--- src/rtl/mem_port_arbiter_if.sv ---
// mem_port_arbiter_if
// Bundles the two requester ports and the memory pins of mem_port_arbiter.
//   m0_*/m1_* : req, we, addr, wdata from each requester; rdata, ready back
//   mem_*     : we, addr, din toward the memory; dout from the memory
//   owner     : current grant (00 none, 01 master 0, 10 master 1)
// Modports:
//   slave  - the arbiter side
//   master - the requester side (both masters plus the owner indication)
//   memory - the memory side
interface mem_port_arbiter_if #(
  parameter int ADDR_W = 10,
  parameter int DATA_W = 32
);

  logic              m0_req;
  logic              m0_we;
  logic [ADDR_W-1:0] m0_addr;
  logic [DATA_W-1:0] m0_wdata;
  logic [DATA_W-1:0] m0_rdata;
  logic              m0_ready;

  logic              m1_req;
  logic              m1_we;
  logic [ADDR_W-1:0] m1_addr;
  logic [DATA_W-1:0] m1_wdata;
  logic [DATA_W-1:0] m1_rdata;
  logic              m1_ready;

  logic              mem_we;
  logic [ADDR_W-1:0] mem_addr;
  logic [DATA_W-1:0] mem_din;
  logic [DATA_W-1:0] mem_dout;

  logic [1:0]        owner;

  modport slave (
    input  m0_req, m0_we, m0_addr, m0_wdata,
    output m0_rdata, m0_ready,
    input  m1_req, m1_we, m1_addr, m1_wdata,
    output m1_rdata, m1_ready,
    output mem_we, mem_addr, mem_din,
    input  mem_dout,
    output owner
  );

  modport master (
    output m0_req, m0_we, m0_addr, m0_wdata,
    input  m0_rdata, m0_ready,
    output m1_req, m1_we, m1_addr, m1_wdata,
    input  m1_rdata, m1_ready,
    input  owner
  );

  modport memory (
    input  mem_we, mem_addr, mem_din,
    output mem_dout
  );

endinterface

--- src/rtl/mem_port_arbiter.sv ---
// mem_port_arbiter
// Two-master arbiter and sequencer for a single-port memory. Master 0 is the
// CPU path, master 1 a secondary requester (loader / debug / DMA). One access
// at a time runs through IDLE -> ACC -> RESP; read data is returned in a
// per-master register with a one-cycle ready pulse.
// Parameters:
//   ADDR_W  - word address width
//   DATA_W  - data width
//   MEM_LAT - cycles from address presented to mem_dout valid (1..3)
// Ports:
//   clk  - clock, rising edge
//   rst  - asynchronous active-high reset
//   bus  - mem_port_arbiter_if.slave: both requester ports, memory pins, owner
// Build option:
//   ARB_ROUND_ROBIN_EN - when defined, simultaneous requests alternate
//   between the masters; otherwise master 0 always wins.
module mem_port_arbiter #(
  parameter int ADDR_W  = 10,
  parameter int DATA_W  = 32,
  parameter int MEM_LAT = 1
) (
  input logic               clk,
  input logic               rst,
  mem_port_arbiter_if.slave bus
);

  typedef enum logic [1:0] {
    IDLE = 2'b00,
    ACC  = 2'b01,
    RESP = 2'b10
  } state_t;

  localparam logic [1:0] OWN_NONE = 2'b00;
  localparam logic [1:0] OWN_M0   = 2'b01;
  localparam logic [1:0] OWN_M1   = 2'b10;
  localparam logic [1:0] LAST_CNT = 2'(MEM_LAT - 1);

  state_t state;
  state_t next_state;

  // Transaction latched at grant time
  logic              sel;
  logic              lat_we;
  logic [ADDR_W-1:0] lat_addr;
  logic [1:0]        cnt;

  // Arbitration result
  logic              any_req;
  logic              grant_sel;
  logic              g_we;
  logic [ADDR_W-1:0] g_addr;
  logic [DATA_W-1:0] g_wdata;
  logic              acc_last;

  // Next values of the registered outputs
  logic              nxt_mem_we;
  logic [ADDR_W-1:0] nxt_mem_addr;
  logic [DATA_W-1:0] nxt_mem_din;
  logic [1:0]        nxt_owner;
  logic              nxt_m0_ready;
  logic              nxt_m1_ready;

  // Registered outputs
  logic              mem_we_q;
  logic [ADDR_W-1:0] mem_addr_q;
  logic [DATA_W-1:0] mem_din_q;
  logic [1:0]        owner_q;
  logic              m0_ready_q;
  logic              m1_ready_q;
  logic [DATA_W-1:0] m0_rdata_q;
  logic [DATA_W-1:0] m1_rdata_q;

  assign any_req = bus.m0_req | bus.m1_req;

`ifdef ARB_ROUND_ROBIN_EN
  // Most recently granted master; resetting to master 1 makes master 0 win
  // the first conflict.
  logic last;

  always_comb begin
    grant_sel = 1'b0;
    if (bus.m0_req && bus.m1_req) begin
      grant_sel = ~last;
    end else if (bus.m1_req) begin
      grant_sel = 1'b1;
    end
  end

  always_ff @(posedge clk or posedge rst) begin
    if (rst) begin
      last <= 1'b1;
    end else if (state == IDLE && any_req) begin
      last <= grant_sel;
    end
  end
`else
  // Master 1 only wins when master 0 is not asking.
  always_comb begin
    grant_sel = ~bus.m0_req & bus.m1_req;
  end
`endif

  always_comb begin
    g_we    = grant_sel ? bus.m1_we    : bus.m0_we;
    g_addr  = grant_sel ? bus.m1_addr  : bus.m0_addr;
    g_wdata = grant_sel ? bus.m1_wdata : bus.m0_wdata;
  end

  // Writes occupy a single ACC cycle whatever the memory latency is.
  assign acc_last = lat_we || (cnt == LAST_CNT);

  always_ff @(posedge clk or posedge rst) begin
    if (rst) begin
      state <= IDLE;
    end else begin
      state <= next_state;
    end
  end

  // Memory pins and ready flags are computed one cycle ahead and registered,
  // so nothing toward the memory is combinational from the request inputs.
  always_comb begin
    next_state   = state;
    nxt_mem_we   = 1'b0;
    nxt_mem_addr = '0;
    nxt_mem_din  = '0;
    nxt_owner    = OWN_NONE;
    nxt_m0_ready = 1'b0;
    nxt_m1_ready = 1'b0;
    case (state)
      IDLE: begin
        if (any_req) begin
          next_state   = ACC;
          nxt_mem_we   = g_we;
          nxt_mem_addr = g_addr;
          nxt_mem_din  = g_we ? g_wdata : '0;
          nxt_owner    = grant_sel ? OWN_M1 : OWN_M0;
        end
      end
      ACC: begin
        nxt_owner = owner_q;
        if (acc_last) begin
          next_state   = RESP;
          nxt_m0_ready = ~sel;
          nxt_m1_ready = sel;
        end else begin
          // Only reads stay in ACC for more than one cycle.
          nxt_mem_addr = lat_addr;
        end
      end
      RESP: begin
        next_state = IDLE;
      end
      default: begin
        next_state = IDLE;
      end
    endcase
  end

  always_ff @(posedge clk or posedge rst) begin
    if (rst) begin
      mem_we_q   <= 1'b0;
      mem_addr_q <= '0;
      mem_din_q  <= '0;
      owner_q    <= OWN_NONE;
      m0_ready_q <= 1'b0;
      m1_ready_q <= 1'b0;
      m0_rdata_q <= '0;
      m1_rdata_q <= '0;
      sel        <= 1'b0;
      lat_we     <= 1'b0;
      lat_addr   <= '0;
      cnt        <= '0;
    end else begin
      mem_we_q   <= nxt_mem_we;
      mem_addr_q <= nxt_mem_addr;
      mem_din_q  <= nxt_mem_din;
      owner_q    <= nxt_owner;
      m0_ready_q <= nxt_m0_ready;
      m1_ready_q <= nxt_m1_ready;
      if (state == IDLE && any_req) begin
        sel      <= grant_sel;
        lat_we   <= g_we;
        lat_addr <= g_addr;
        cnt      <= '0;
      end else if (state == ACC) begin
        cnt <= cnt + 2'd1;
        // mem_dout is valid on the last ACC edge of a read.
        if (acc_last && !lat_we) begin
          if (sel) begin
            m1_rdata_q <= bus.mem_dout;
          end else begin
            m0_rdata_q <= bus.mem_dout;
          end
        end
      end
    end
  end

  assign bus.mem_we   = mem_we_q;
  assign bus.mem_addr = mem_addr_q;
  assign bus.mem_din  = mem_din_q;
  assign bus.owner    = owner_q;
  assign bus.m0_ready = m0_ready_q;
  assign bus.m1_ready = m1_ready_q;
  assign bus.m0_rdata = m0_rdata_q;
  assign bus.m1_rdata = m1_rdata_q;

endmodule
--- src/flat_wrapper.sv ---
// flat-port wrapper written by rule: the top's interface ports become plain ports
module mem_port_arbiter_flat 
#(
  parameter int ADDR_W  = 10,
  parameter int DATA_W  = 32,
  parameter int MEM_LAT = 1
)
  (clk, rst, bus_m0_req, bus_m0_we, bus_m0_addr, bus_m0_wdata, bus_m0_rdata, bus_m0_ready, bus_m1_req, bus_m1_we, bus_m1_addr, bus_m1_wdata, bus_m1_rdata, bus_m1_ready, bus_mem_we, bus_mem_addr, bus_mem_din, bus_mem_dout, bus_owner);
  mem_port_arbiter_if #(.ADDR_W(ADDR_W), .DATA_W(DATA_W)) bus_i ();
  input logic clk;
  input logic rst;
  input wire logic [$bits(bus_i.m0_req)-1:0] bus_m0_req;
  input wire logic [$bits(bus_i.m0_we)-1:0] bus_m0_we;
  input wire logic [$bits(bus_i.m0_addr)-1:0] bus_m0_addr;
  input wire logic [$bits(bus_i.m0_wdata)-1:0] bus_m0_wdata;
  output wire logic [$bits(bus_i.m0_rdata)-1:0] bus_m0_rdata;
  output wire logic [$bits(bus_i.m0_ready)-1:0] bus_m0_ready;
  input wire logic [$bits(bus_i.m1_req)-1:0] bus_m1_req;
  input wire logic [$bits(bus_i.m1_we)-1:0] bus_m1_we;
  input wire logic [$bits(bus_i.m1_addr)-1:0] bus_m1_addr;
  input wire logic [$bits(bus_i.m1_wdata)-1:0] bus_m1_wdata;
  output wire logic [$bits(bus_i.m1_rdata)-1:0] bus_m1_rdata;
  output wire logic [$bits(bus_i.m1_ready)-1:0] bus_m1_ready;
  output wire logic [$bits(bus_i.mem_we)-1:0] bus_mem_we;
  output wire logic [$bits(bus_i.mem_addr)-1:0] bus_mem_addr;
  output wire logic [$bits(bus_i.mem_din)-1:0] bus_mem_din;
  input wire logic [$bits(bus_i.mem_dout)-1:0] bus_mem_dout;
  output wire logic [$bits(bus_i.owner)-1:0] bus_owner;
  assign bus_i.m0_req = bus_m0_req;
  assign bus_i.m0_we = bus_m0_we;
  assign bus_i.m0_addr = bus_m0_addr;
  assign bus_i.m0_wdata = bus_m0_wdata;
  assign bus_m0_rdata = bus_i.m0_rdata;
  assign bus_m0_ready = bus_i.m0_ready;
  assign bus_i.m1_req = bus_m1_req;
  assign bus_i.m1_we = bus_m1_we;
  assign bus_i.m1_addr = bus_m1_addr;
  assign bus_i.m1_wdata = bus_m1_wdata;
  assign bus_m1_rdata = bus_i.m1_rdata;
  assign bus_m1_ready = bus_i.m1_ready;
  assign bus_mem_we = bus_i.mem_we;
  assign bus_mem_addr = bus_i.mem_addr;
  assign bus_mem_din = bus_i.mem_din;
  assign bus_i.mem_dout = bus_mem_dout;
  assign bus_owner = bus_i.owner;
  mem_port_arbiter #(.ADDR_W(ADDR_W), .DATA_W(DATA_W), .MEM_LAT(MEM_LAT)) u_core (.clk(clk), .rst(rst), .bus(bus_i));
endmodule
--- config.mk ---
export PLATFORM = sky130hd
export DESIGN_NAME = mem_port_arbiter_flat
export DESIGN_NICKNAME = d
export VERILOG_FILES = /design/src/rtl/mem_port_arbiter_if.sv /design/src/rtl/mem_port_arbiter.sv /design/src/flat_wrapper.sv
export SDC_FILE = /design/constraint.sdc
export NUM_CORES = 1
export LEC_CHECK = 0
export ABC_CLOCK_PERIOD_IN_PS = 6500
export CAP_MARGIN = 20
export CORE_MARGIN = 3
export CORE_UTILIZATION = 42
export CTS_CLUSTER_SIZE = 40
export DETAILED_ROUTE_END_ITERATION = 16
export GPL_TIMING_DRIVEN = 0
export PLACE_DENSITY_LB_ADDON = 0.25
export SETUP_SLACK_MARGIN = 0.1
export SLEW_MARGIN = 20
export SYNTH_ARGS = -nofsm -noshare
export SYNTH_HDL_FRONTEND = slang
export SYNTH_SLANG_ARGS = --single-unit
--- constraint.sdc ---
create_clock -name clk -period 6.5 [get_ports clk]
set_input_delay 1.95 -clock clk [delete_from_list [all_inputs] [get_ports clk]]
set_output_delay 1.95 -clock clk [all_outputs]
set_load 0.005 [all_outputs]
==> metrics <==
Core Region 0.0117 mm2; hold_ws 0.476 ns; total via count after detailed routing 3958; insertion delay to the later sink of the worst-skew pair 0.41 ns; Die Area 0.0136 mm2; number of nets in the finished design 773; DRC 0; worst endpoint data arrival time 3.62 ns; std cell rows 39; shortest clock period the worst path allows after layout 3.29 ns; final hold viol count 0; run status finished clean; worst setup slack after layout 3.21 ns; CP cell instances clkdlybuf4s50_1, nor2b_1, clkbuf_1, clkbuf_1, nand2_1, a21oi_1; peak supply drop 0.243 mV; ANT cells 0; commonest non-fill, non-tap cells in the layout clkdlybuf4s50_1, dfrtp_1, nand2_1; number of maximum-capacitance constraint violations 0; element type at the critical path end flip-flop; static power due to leakage 3.67 nW; number of buffer and inverter instances along the worst setup path 3; highest clock rate 304 MHz; final global-route overflow total 0; number of instances resized during post-cts repair 0; synthesized instance count 399; mean area per synthesized cell 12.8 um2; number of clock sinks 127; cell at the slowest stage of the critical path clkdlybuf4s50_1; Routed wire per std cell 17.1 um; number of detailed-route iterations in the first pass 6; Distinct cells, synth 28; dominant cell type by count on the critical path clkbuf_1; die extent in y 116 um; CTS tree yes; clock input transition at the sequential cells of the worst setup and hold paths 0.06 ns; Area Overhead vs Synth 60.7%; violation count after the first detailed-routing iteration 227; RSZ-0062 raised after global routing false; Critical Path Fanout Max 10; worst max-slew margin expressed relative to the limit 54.2%; largest delay contributor family on the critical path buffers and inverters; clock buffers created by TritonCTS 17; Syn. warnings 0; remaining antenna violation count after routing 0; number of global-route vias before repair 4112; class of the most critical hold timing path flip-flop to flip-flop; maximum number of pins on one net before global-route repair 77; power density normalized to cell area 431 mW/mm2; Clock Tree Root clkbuf_16; buffers inserted by post-CTS timing repair 0; most frequent standard cell in the layout excluding fill and tap cells clkdlybuf4s50_1; total power consumption of the routed design 0.00354 W; number of buffers inserted for hold repair after clock tree synthesis 0; via density per instance 4.91; count of input and output buffers 231; worst setup slack before clock tree synthesis 2.82 ns; fraction of the cycle the final worst path needs 50.6%; Worst Tran Pin Value 0.688 ns; effective utilization at floorplan 43.9%; first-pass GRT wire length 21.4 mm; post-route clock skew 0.00520 ns; Routability Congestion 0.759; Crit Path Class input port to flip-flop; FF+latch count, synth 127; routed wire length 13.8 mm; sequential share of the synthesized area 62.0%; I/O Pins 233; Req. time, crit path 6.83 ns; cell area after synthesis 0.00512 mm2; Final Max Slew Viols 0; proportion of layout cells with a drive suffix above 1 15.8%; Worst setup SP type input port; Setup violations, final 0; level count of the clock H-tree 4; placed wire-length estimate after detailed placement 10.1 mm; Horiz. Die Dim 116 um; synthesized netlist net count 522; initial antenna violation count 0; stage delay of the slowest cell on the critical path 0.59 ns; CTS max path bufs 2; GRT Util Overall 20.7%
kinds of logic after synthesis:
logic type               share of synthesized area (%)
adder cells (fa/ha/maj)                          0.244
AO/OA/AOI/OAI                                     7.01
buffers and inverters                             2.78
flip-flops                                        62.0
AND/OR/NAND/NOR                                   11.3
multiplexers                                      16.7
through the flow:
step                      cell area, um2  utilization [%]  instances  TNS, ns
final                               8230             70.6        806        0
after global routing                8230             70.6        806        0
after CTS                           8230             70.6        806        0
after detailed placement            7650             65.6        774        0
after global placement              7610             65.3        773   -59.97
after floorplan                     5120                -        399        0
routing by layer:
metal	GRT usage (%)	up-vias	wire length, um
met5	0	-	0
met1	25.7	1901	5570
li1	-	1862	-
met2	33.4	178	6840
met3	8.24	17	1180
met4	6.57	0	182
where the power goes:
group	switching, W	internal (W)	leakage [nW]
sequential	0.000174	0.00111	1.58
combinational	0.000443	0.000892	1.80
clock	0.000325	0.000596	0.287
total	0.000942	0.00260	3.67
synth_stat cells:
cell      instances  area [um2]
or2_2             1        6.26
nor3_1            1        5.00
buf_6             4        45.0
clkbuf_1         18        67.6
o21ai_0           3        15.0
nor3b_1          10        75.1
buf_2             3        15.0
nand3b_1          1        7.51
nor4_1           10        62.6
nor2_1            7        26.3
nand2b_1          2        12.5
inv_1             4        15.0
a22o_1            1        8.76
a21oi_1          34         170
a21o_1           21         158
mux2_2           34         383
and2b_2           1        8.76
nand4b_1          1        8.76
nor4b_4           1        23.8
nand2_1          68         255
mux2_4           30         450
dfrtp_1         127        3180
ha_1              1        12.5
nor2b_1          11        68.8
o211ai_1          1        7.51
and2_1            1        6.26
nor3_2            1        10.0
mux2i_1           2        20.0
final cells by class:
| class | instances | area [um2] |
|---|---|---|
| Fill cell | 818 | 3430 |
| Sequential cell | 127 | 3180 |
| Timing Repair Buffer | 232 | 2340 |
| Multi-Input combinational cell | 243 | 1800 |
| Clock buffer | 28 | 537 |
| Tap cell | 143 | 179 |
| Buffer | 25 | 128 |
| Clock inverter | 4 | 47.5 |
| Inverter | 4 | 20.0 |
registers in the layout (all words and copies together), names as in the netlist, 2 cells and up:
signal and cells:
u_core.bus.m0_rdata 32, u_core.bus.m1_rdata 32, u_core.bus.mem_addr 10, u_core.bus.mem_din 32, u_core.bus.owner 2, u_core.cnt 2
u_core.lat_addr 10, u_core.state 2
final timing paths:
kind / start / end / slack (ns) / cells after the start
max: bus_m1_req / u_core.bus.mem_din[17] / 3.21 / 6
min: u_core.lat_addr[0] / u_core.lat_addr[0] / 0.48 / 1
max reg2reg: u_core.state[1] / u_core.bus.m0_rdata[11] / 4.59 / 5
min reg2reg: u_core.lat_addr[0] / u_core.lat_addr[0] / 0.48 / 1
max in group asynchronous: rst / u_core.bus.m0_rdata[14] / 3.77 / 3
min in group asynchronous: rst / u_core.bus.mem_din[21] / 2.04 / 2
Power figures use the tool's default switching activity.
